`config.mk`:
```
export PLATFORM = sky130hd
export DESIGN_NAME = universal_reg
export DESIGN_NICKNAME = d
export VERILOG_FILES = /design/src/rtl/universal_reg_pkg.sv /design/src/rtl/universal_reg_dff_cp.sv /design/src/rtl/universal_reg.sv
export SDC_FILE = /design/constraint.sdc
export NUM_CORES = 1
export LEC_CHECK = 0
export ABC_AREA = 1
export CAP_MARGIN = 10
export CORE_ASPECT_RATIO = 1.4
export CORE_MARGIN = 10
export CORE_UTILIZATION = 30
export CTS_CLUSTER_SIZE = 28
export DETAILED_ROUTE_END_ITERATION = 12
export MAX_ROUTING_LAYER = met4
export PLACE_DENSITY = 0.66
export RECOVER_POWER = 25
export SETUP_SLACK_MARGIN = 0.15
export SLEW_MARGIN = 10
export SYNTH_ARGS = -nofsm -noshare
export SYNTH_HDL_FRONTEND = slang
export SYNTH_SLANG_ARGS = --single-unit
```
`constraint.sdc`:
```
create_clock -name clk -period 2.8 [get_ports clk]
set_input_delay 0.28 -clock clk [delete_from_list [all_inputs] [get_ports clk]]
set_output_delay 0.28 -clock clk [all_outputs]
set_load 0.005 [all_outputs]
```
`src/rtl/universal_reg_pkg.sv`:
```
// Shared definitions for the universal register.
// Holds the 3-bit operation encodings carried on the mode port. The RTL and
// the testbench both import this package so that they use the same codes.
package universal_reg_pkg;

    localparam logic [2:0] MODE_HOLD = 3'b000;  // keep q and cout
    localparam logic [2:0] MODE_LOAD = 3'b001;  // q <= d
    localparam logic [2:0] MODE_SHL  = 3'b010;  // shift left, sin_lsb enters at bit 0
    localparam logic [2:0] MODE_SHR  = 3'b011;  // shift right, sin_msb enters at the MSB
    localparam logic [2:0] MODE_ROTL = 3'b100;  // rotate left
    localparam logic [2:0] MODE_ROTR = 3'b101;  // rotate right
    localparam logic [2:0] MODE_INC  = 3'b110;  // q <= q + 1, wraps modulo 2^WIDTH
    localparam logic [2:0] MODE_DEC  = 3'b111;  // q <= q - 1, wraps modulo 2^WIDTH

endpackage

```
`src/rtl/universal_reg_dff_cp.sv`:
```
// dff_cp: one register bit with synchronous reset, clear, preset and enable.
// Ports:
//   clk  - rising-edge clock
//   rst  - synchronous active-high reset, loads RST_VAL
//   clr  - synchronous active-low clear (loads 0), beats pre
//   pre  - synchronous active-low preset (loads 1)
//   en   - active-high enable for loading d
//   d    - next-state data
//   q    - stored bit
//   qb   - complement of the stored bit
// Priority at each edge: rst, then clr, then pre, then en, else hold.
module dff_cp #(
    parameter logic RST_VAL = 1'b0
) (
    input  logic clk,
    input  logic rst,
    input  logic clr,
    input  logic pre,
    input  logic en,
    input  logic d,
    output logic q,
    output logic qb
);

    logic q_reg;

    always_ff @(posedge clk) begin
        if (rst) begin
            q_reg <= RST_VAL;
        end else if (!clr) begin
            q_reg <= 1'b0;
        end else if (!pre) begin
            q_reg <= 1'b1;
        end else if (en) begin
            q_reg <= d;
        end
    end

    // qb is derived from the same flop, so q and qb can never be equal,
    // even when clr and pre are both asserted.
    assign q  = q_reg;
    assign qb = ~q_reg;

endmodule

```
`src/rtl/universal_reg.sv`:
```
// universal_reg: WIDTH-bit register supporting hold, parallel load, shift,
// rotate, increment and decrement, with a registered carry/shift-out bit.
// Ports:
//   clk              - rising-edge clock
//   rst              - synchronous active-high reset (q <= RESET_VAL, cout <= 0)
//   clr              - synchronous active-low clear (q <= 0, cout <= 0)
//   pre              - synchronous active-low preset (q <= all ones, cout <= 0)
//   en               - enables the operation selected by mode
//   mode[2:0]        - operation select (see universal_reg_pkg)
//   d[WIDTH-1:0]     - parallel load data
//   sin_lsb, sin_msb - serial inputs for shl and shr respectively
//   q, qb            - register value and its complement
//   cout             - carry/borrow/shifted-out bit of the last operation
//   zero             - high when q is all zeros (combinational from q)
// Every state bit, including cout, is a dff_cp slice; this module only
// computes the next-state values fed to the slices.
module universal_reg
    import universal_reg_pkg::*;
#(
    parameter int                 WIDTH     = 8,
    parameter logic [WIDTH-1:0]   RESET_VAL = '0
) (
    input  logic             clk,
    input  logic             rst,
    input  logic             clr,
    input  logic             pre,
    input  logic             en,
    input  logic [2:0]       mode,
    input  logic [WIDTH-1:0] d,
    input  logic             sin_lsb,
    input  logic             sin_msb,
    output logic [WIDTH-1:0] q,
    output logic [WIDTH-1:0] qb,
    output logic             cout,
    output logic             zero
);

    localparam logic [WIDTH-1:0] ONE = {{(WIDTH-1){1'b0}}, 1'b1};

    logic [WIDTH-1:0] q_next;
    logic             cout_next;
    logic             cout_b_unused;  // complement output of the cout slice

    // Next-state selection. Hold re-presents the current cout so the cout
    // slice can share the common enable with the data slices.
    always_comb begin
        q_next    = q;
        cout_next = cout;
        case (mode)
            MODE_HOLD: begin
                q_next    = q;
                cout_next = cout;
            end
            MODE_LOAD: begin
                q_next    = d;
                cout_next = 1'b0;
            end
            MODE_SHL: begin
                q_next    = {q[WIDTH-2:0], sin_lsb};
                cout_next = q[WIDTH-1];
            end
            MODE_SHR: begin
                q_next    = {sin_msb, q[WIDTH-1:1]};
                cout_next = q[0];
            end
            MODE_ROTL: begin
                q_next    = {q[WIDTH-2:0], q[WIDTH-1]};
                cout_next = q[WIDTH-1];
            end
            MODE_ROTR: begin
                q_next    = {q[0], q[WIDTH-1:1]};
                cout_next = q[0];
            end
            MODE_INC: begin
                q_next    = q + ONE;
                cout_next = &q;        // carry out only when wrapping from all ones
            end
            MODE_DEC: begin
                q_next    = q - ONE;
                cout_next = ~|q;       // borrow only when wrapping from zero
            end
            default: begin
                q_next    = q;
                cout_next = cout;
            end
        endcase
    end

    genvar gi;
    generate
        for (gi = 0; gi < WIDTH; gi = gi + 1) begin : g_bit
            dff_cp #(
                .RST_VAL (RESET_VAL[gi])
            ) u_bit (
                .clk (clk),
                .rst (rst),
                .clr (clr),
                .pre (pre),
                .en  (en),
                .d   (q_next[gi]),
                .q   (q[gi]),
                .qb  (qb[gi])
            );
        end
    endgenerate

    // cout is cleared by clr or pre rather than set by pre, so its slice sees
    // the preset input tied inactive and clear asserted by either of them.
    dff_cp #(
        .RST_VAL (1'b0)
    ) u_cout (
        .clk (clk),
        .rst (rst),
        .clr (clr & pre),
        .pre (1'b1),
        .en  (en),
        .d   (cout_next),
        .q   (cout),
        .qb  (cout_b_unused)
    );

    assign zero = ~|q;

endmodule

```
==> insert_results.sql, run 1 <==
INSERT INTO impl_metrics (metric_group, metric, value, unit) VALUES
('timing', 'layout_setup_ws', '0.670', 'ns'),
('global_route', 'grt_first_pass_wirelength', '5610', 'um'),
('placed_design', 'post-place-ws', '0.429', 'ns'),
('power_and_ir_drop', 'peak_ir_drop_on_the_vdd_network', '198', 'uV'),
('route', 'drc', '0', ''),
('worst_setup_path', 'critical_path.endpoint_type', 'flop', ''),
('synth', 'synthesis.yosys.warnings', '0', ''),
('clock_tree', 'post-cts-setup-buffer-count', '0', ''),
('clock_tree', 'cts_root_buf', 'sky130_fd_sc_hd__clkbuf_8', ''),
('die', 'initial_utilization', '31.9', '%'),
('route', 'antenna_violation_net_count_after_detailed_routing', '0', ''),
('finish', 'area.growth.synth_to_final', '29.0', '%'),
('synth', 'sequential_area_share_after_synthesis', '16.4', '%'),
('placed_design', 'place_congestion', '0.903', ''),
('timing', 'tns', '0', 'ns'),
('global_route', 'largest_net_degree_at_the_start_of_global_routing', '11', ''),
('route', 'wl', '3300', 'um'),
('global_route', 'grt_pass1_vias', '1240', ''),
('placed_design', 'placement.cell_area', '1370', 'um^2'),
('global_route', 'grt_usage', '10.3', '%'),
('route', 'post_drt_via_cell_ratio', '4.96', ''),
('finish', 'finalNetCount', '234', ''),
('clock_tree', 'tritoncts_num_sinks', '9', ''),
('synth', 'synth.net_count', '211', ''),
('synth', 'synth_flop_cell', 'sky130_fd_sc_hd__dfxtp_1', ''),
('worst_setup_path', 'critical_path_class', 'in -> reg', ''),
('synth', 'synthArstFlopShare', '0', '%'),
('finish', 'final_layout_size_suffix_gt1_share', '4.21', '%'),
('clock_tree', 'holdBufCountCts', '0', ''),
('route', 'via_count', '1261', ''),
('timing', 'timing_hold_violations_final', '0', ''),
('route', 'initialDrtViolationCount', '31', ''),
('timing', 'max_slew_margin', '75.1', '%'),
('run_status', 'outcome', 'finished clean', ''),
('timing', 'grt_setup_unrepaired', 'no', ''),
('finish', 'n_antenna_cell', '0', ''),
('worst_setup_path', 'crit-reg2reg-launch', 'g_bit[1].u_bit.q', ''),
('die', 'boundaryPins', '36', ''),
('die', 'dieArea', '6510', 'um^2'),
('timing', 'clock_skew', '0.00310', 'ns'),
('synth', 'flip_flop_and_latch_count_after_synthesis', '9', ''),
('min_path', 'worst_hold_startpoint', 'u_cout.q', ''),
('die', 'die_y', '91.5', 'um'),
('global_route', 'gr-total-overflow', '0', ''),
('synth', 'yosysUniqueCellTypes', '25', ''),
('synth', 'post_synth_inst_count', '192', ''),
('synth', 'postSynthAreaPerCell', '5.71', 'um^2'),
('power_and_ir_drop', 'power_per_cell_area', '328', 'nW/um^2'),
('worst_setup_path', 'timing.critical_path.fanout_max', '10', ''),
('clock_tree', 'clk_path_buf_depth', '2', ''),
('die', 'die_width', '71.1', 'um'),
('global_route', 'antenna_found_initial', '0', ''),
('worst_setup_path', 'crit_start', 'mode[1]', ''),
('die', 'placement_rows', '25', ''),
('synth', 'mappedNetlistArea', '1100', 'um^2'),
('job', 'drv.max_cap_violation_count', '0', ''),
('worst_setup_path', 'worstPathArrival', '2.26', 'ns'),
('finish', 'post_layout_nonfiller_instances', '254', ''),
('route', 'wl_cell', '13.0', 'um'),
('clock_tree', 'number_of_gates_resized_after_cts', '0', ''),
('timing', 'fmax', '469', 'MHz'),
('placed_design', 'place.detailed.hpwl', '2830', 'um'),
('worst_setup_path', 'crit_path_required_time', '2.93', 'ns'),
('finish', 'largest_reg_flops', '8', ''),
('synth', 'synth_enable_flop_cells', '0', ''),
('clock_tree', 'clk_pin_slew', '0.05', 'ns'),
('die', 'core_region_area', '3440', 'um^2'),
('clock_tree', 'htreeDepth', '1', ''),
('timing', 'tcrit_tclk_final', '76.1', '%'),
('worst_setup_path', 'startpoint_class', 'input port', ''),
('timing', 'timing.final.max_slew_violations', '0', ''),
('placed_design', 'io_buffers', '35', ''),
('clock_tree', 'clock_latency', '0.23', 'ns'),
('finish', 'design_area', '1410', 'um^2'),
('timing', 'timing.final.setup_violations', '0', ''),
('placed_design', 'place_inst', '250', ''),
('finish', 'finish.utilization', '41.1', '%'),
('clock_tree', 'cts_tree', 'done', ''),
('route', 'drtPass1Iterations', '4', ''),
('timing', 'final_period_minus_worst_setup_slack', '2.13', 'ns'),
('min_path', 'hold_crit_class', 'reg -> reg', ''),
('power_and_ir_drop', 'leakagePower', '0.000684', 'uW'),
('timing', 'transition_time_of_the_tightest_slew_check_pin', '0.373', 'ns'),
('clock_tree', 'tritoncts.num_buffers', '3', '');
-- worst max-delay path, stage by stage --
cell and delay [ns]:
sky130_fd_sc_hd__clkdlybuf4s50_1 0.69, sky130_fd_sc_hd__nand3_2 0.13, sky130_fd_sc_hd__nand2_1 0.10, sky130_fd_sc_hd__nand2_1 0.06
sky130_fd_sc_hd__inv_1 0.06, sky130_fd_sc_hd__ha_1 0.13, sky130_fd_sc_hd__inv_1 0.04, sky130_fd_sc_hd__nand2_1 0.05
sky130_fd_sc_hd__inv_1 0.05, sky130_fd_sc_hd__nor2_1 0.19, sky130_fd_sc_hd__nand3_1 0.13, sky130_fd_sc_hd__nand2_1 0.07
sky130_fd_sc_hd__nand2_1 0.04, sky130_fd_sc_hd__nand3_1 0.07, sky130_fd_sc_hd__nand3_1 0.08, sky130_fd_sc_hd__nand2_1 0.06
sky130_fd_sc_hd__inv_1 0.03
-- worst paths after layout --
path | endpoint | slack [ns] | cells after the start
setup / recovery | g_bit[6].u_bit.q | 0.67 | 17
hold / removal | u_cout.q | 0.46 | 2
setup reg to reg | g_bit[6].u_bit.q | 0.95 | 16
hold reg to reg | u_cout.q | 0.46 | 2
-- per-layer routing --
metal,vias to the layer above,part of all wire (%),global-route usage [%]
met2,33,54,18.4
met1,559,41,11.2
met4,0,1.7,3.40
met3,7,3.2,1.42
met5,-,0,-
li1,662,-,-
-- power by group --
group / leakage, uW / switching [uW] / internal (uW)
combinational: 0.000587 / 85.0 / 78.3
clock: 0.0000228 / 52.9 / 99.3
sequential: 0.0000741 / 12.2 / 136
total: 0.000684 / 150 / 314
-- final cells by class --
cell class	instances	area, um^2
clock buffers	4	45.0
multi-input cells	130	649
fillers	403	2030
well taps	40	50.0
flip-flops and latches	9	180
repair buffers	36	358
inverters	35	131
-- cell families (layout without fill, tap and decap cells) --
kind of cell | count (synthesis) | count (layout) | share of synthesized area (%)
simple gates | 93 | 93 | 38.2
flops | 9 | 9 | 16.4
compound gates | 35 | 35 | 19.1
fa+ha+maj | 1 | 1 | 1.14
buf+inv | 53 | 75 | 24.3
xor+xnor | 1 | 1 | 0.799
-- stage by stage --
stage	total power [uW]	hold slack, ns
after floorplan	254	0.403
after global placement	317	0.453
after detailed placement	317	0.454
after CTS	470	0.464
after global routing	497	0.497
final	464	0.459
-- synthesized netlist by cell type (2+ instances only) --
library cell	n	area, um^2
sky130_fd_sc_hd__nor2_1	8	30.0
sky130_fd_sc_hd__nor3_1	2	10.0
sky130_fd_sc_hd__a22oi_1	3	22.5
sky130_fd_sc_hd__nand2_1	52	195
sky130_fd_sc_hd__inv_1	35	131
sky130_fd_sc_hd__dfxtp_1	9	180
sky130_fd_sc_hd__o21ai_0	5	25.0
sky130_fd_sc_hd__a21oi_1	18	90.1
sky130_fd_sc_hd__a221oi_1	3	26.3
sky130_fd_sc_hd__buf_4	18	135
sky130_fd_sc_hd__nor2_4	2	22.5
sky130_fd_sc_hd__nand3_1	19	95.1
sky130_fd_sc_hd__nand4_1	6	37.5
-- cell usage in the layout (no fill, tap or decap), drive strengths merged --
cell type      instances
a22oi                  3
xor2                   1
nor3                   2
a221oi                 3
o221ai                 1
nor2                  11
o21bai                 1
o21ai                  6
o22ai                  1
a21oi                 18
nand2                 52
a31oi                  1
inv                   35
dfxtp                  9
ha                     1
buf                    1
clkdlybuf4s50         29
nand4                  6
clkbuf                 4
o211ai                 1
or2                    1
dlygate4sd3            6
nand3                 20
nor4                   1
No activity file was read; power rests on OpenSTA's default activity.
==> run 2: changes to the inputs <==
==> constraint.sdc (replaced) <==
create_clock -name clk -period 2 [get_ports clk]
set_input_delay 0.2 -clock clk [delete_from_list [all_inputs] [get_ports clk]]
set_output_delay 0.2 -clock clk [all_outputs]
set_load 0.005 [all_outputs]
==> insert_results.sql, run 2 (synthesis results as in run 1) <==
INSERT INTO impl_metrics (metric_group, metric, value, unit) VALUES
('timing', 'grt_setup_unrepaired', 'yes', ''),
('route', 'via_count', '1378', ''),
('timing', 'final_period_minus_worst_setup_slack', '1.60', 'ns'),
('power_and_ir_drop', 'leakagePower', '0.000849', 'uW'),
('route', 'wl', '3650', 'um'),
('global_route', 'antenna_found_initial', '0', ''),
('finish', 'final_layout_size_suffix_gt1_share', '16.3', '%'),
('die', 'dieArea', '6510', 'um^2'),
('worst_setup_path', 'startpoint_class', 'flop', ''),
('clock_tree', 'clk_path_buf_depth', '2', ''),
('finish', 'finalNetCount', '260', ''),
('global_route', 'grt_first_pass_wirelength', '6380', 'um'),
('finish', 'finish.utilization', '47.4', '%'),
('finish', 'n_antenna_cell', '0', ''),
('worst_setup_path', 'timing.critical_path.fanout_max', '3', ''),
('route', 'drtPass1Iterations', '4', ''),
('worst_setup_path', 'critical_path.endpoint_type', 'flop', ''),
('timing', 'transition_time_of_the_tightest_slew_check_pin', '0.333', 'ns'),
('run_status', 'outcome', 'finished clean', ''),
('job', 'drv.max_cap_violation_count', '0', ''),
('route', 'wl_cell', '13.0', 'um'),
('clock_tree', 'clk_pin_slew', '0.05', 'ns'),
('clock_tree', 'cts_tree', 'done', ''),
('die', 'die_width', '71.1', 'um'),
('global_route', 'grt_pass1_vias', '1419', ''),
('placed_design', 'place_congestion', '0.912', ''),
('worst_setup_path', 'critical_path_class', 'reg -> reg', ''),
('placed_design', 'place.detailed.hpwl', '3070', 'um'),
('clock_tree', 'tritoncts.num_buffers', '3', ''),
('global_route', 'gr-total-overflow', '0', ''),
('finish', 'post_layout_nonfiller_instances', '280', ''),
('clock_tree', 'tritoncts_num_sinks', '9', ''),
('min_path', 'hold_crit_class', 'reg -> reg', ''),
('clock_tree', 'cts_root_buf', 'sky130_fd_sc_hd__clkbuf_8', ''),
('placed_design', 'io_buffers', '35', ''),
('clock_tree', 'clock_latency', '0.24', 'ns'),
('power_and_ir_drop', 'finalPower', '713', 'uW'),
('finish', 'fillerInstances', '371', ''),
('die', 'die_y', '91.5', 'um'),
('finish', 'design_area', '1630', 'um^2'),
('timing', 'timing_hold_violations_final', '0', ''),
('finish', 'largest_reg_flops', '8', ''),
('route', 'initialDrtViolationCount', '83', ''),
('global_route', 'grt_usage', '11.9', '%'),
('clock_tree', 'htreeDepth', '1', ''),
('worst_setup_path', 'worstPathArrival', '1.74', 'ns'),
('route', 'drc', '0', ''),
('power_and_ir_drop', 'peak_ir_drop_on_the_vdd_network', '350', 'uV'),
('die', 'initial_utilization', '31.9', '%'),
('timing', 'max_slew_margin', '77.8', '%'),
('route', 'antenna_violation_net_count_after_detailed_routing', '0', ''),
('timing', 'fmax', '623', 'MHz'),
('die', 'boundaryPins', '36', ''),
('worst_setup_path', 'crit_path_required_time', '2.14', 'ns'),
('placed_design', 'post-place-ws', '-0.0956', 'ns'),
('global_route', 'largest_net_degree_at_the_start_of_global_routing', '10', ''),
('timing', 'timing.final.max_slew_violations', '0', ''),
('timing', 'timing.final.setup_violations', '0', ''),
('power_and_ir_drop', 'power_per_cell_area', '437', 'nW/um^2'),
('timing', 'tcrit_tclk_final', '80.2', '%'),
('placed_design', 'place_inst', '275', ''),
('finish', 'final_common_cell', 'sky130_fd_sc_hd__nand2_1', ''),
('finish', 'area.growth.synth_to_final', '48.7', '%'),
('die', 'placement_rows', '25', ''),
('timing', 'layout_setup_ws', '0.396', 'ns'),
('finish', 'most_used_cells_in_the_layout_excluding_fill_and_tap_cells', '52 x sky130_fd_sc_hd__nand2_1, 34 x sky130_fd_sc_hd__inv_1, 27 x sky130_fd_sc_hd__buf_4, 25 x sky130_fd_sc_hd__clkdlybuf4s50_1, 19 x sky130_fd_sc_hd__nand3_1', ''),
('route', 'post_drt_via_cell_ratio', '4.92', ''),
('placed_design', 'placement.cell_area', '1560', 'um^2'),
('die', 'core_region_area', '3440', 'um^2'),
('timing', 'clock_skew', '0.000372', 'ns');
[run 2: cell types whose count changed in the layout (fill, tap and decap cells not counted), sizes merged]
cell and delta:
buf +26, clkdlybuf4s50 -4, dlymetal6s2s +4
[run 2: report_power, final]
group | leakage [uW] | switching (uW) | total [uW] | internal [uW]
Clock | 0.0000228 | 82.8 | 223 | 140
Combinational | 0.000752 | 137 | 286 | 149
Sequential | 0.0000741 | 14.2 | 204 | 190
Total | 0.000849 | 234 | 713 | 479
[run 2: worst max-delay path, stage by stage, from the launching register on]
cell	delay, ns
sky130_fd_sc_hd__dfxtp_1	0.36
sky130_fd_sc_hd__inv_1	0.09
sky130_fd_sc_hd__nand2_1	0.09
sky130_fd_sc_hd__nand2_1	0.05
sky130_fd_sc_hd__inv_1	0.05
sky130_fd_sc_hd__ha_1	0.13
sky130_fd_sc_hd__inv_1	0.04
sky130_fd_sc_hd__nand2_1	0.05
sky130_fd_sc_hd__inv_1	0.05
sky130_fd_sc_hd__nor2_2	0.13
sky130_fd_sc_hd__nand3_1	0.12
sky130_fd_sc_hd__nand2_1	0.07
sky130_fd_sc_hd__nand2_1	0.04
sky130_fd_sc_hd__nand3_1	0.07
sky130_fd_sc_hd__nand3_1	0.08
sky130_fd_sc_hd__nand2_1	0.06
sky130_fd_sc_hd__inv_1	0.03
[run 2: final timing paths]
kind	start	to	slack [ns]	cells after the start
setup / recovery	g_bit[1].u_bit.q	g_bit[6].u_bit.q	0.40	16
hold / removal	u_cout.q	u_cout.q	0.46	2
setup reg to reg	g_bit[1].u_bit.q	g_bit[6].u_bit.q	0.40	16
hold reg to reg	u_cout.q	u_cout.q	0.46	2
[run 2: area by class of cell]
class / instances / area, um^2 / area share [%]
Sequential cell: 9 / 180 / 11.1
Clock buffer: 4 / 45.0 / 2.76
Timing Repair Buffer: 62 / 563 / 34.5
Multi-Input combinational cell: 130 / 661 / 40.5
Tap cell: 40 / 50.0 / 3.07
Inverter: 35 / 131 / 8.06
[run 2: repair_timing]
item,in CTS,in global routing
gates resized for setup,1,7
setup buffers,0,1
hold buffers,0,0
setup endpoints to repair,1,9
pin swaps,0,2
[run 2: per-layer routing]
layer  track usage, %  vias to the layer above  routed length [um]
li1                 -                      708                   -
met1             12.4                      600                1500
met3             1.74                        9                 196
met5                -                        -                   0
met2             20.9                       61                1850
met4             6.31                        0                 108
[run 2: stage by stage]
step                      hold slack [ns]  setup TNS [ns]
after floorplan                     0.323               0
after global placement              0.454          -0.191
after detailed placement            0.454          -0.270
after CTS                           0.467               0
after global routing                0.495               0
final                               0.460               0
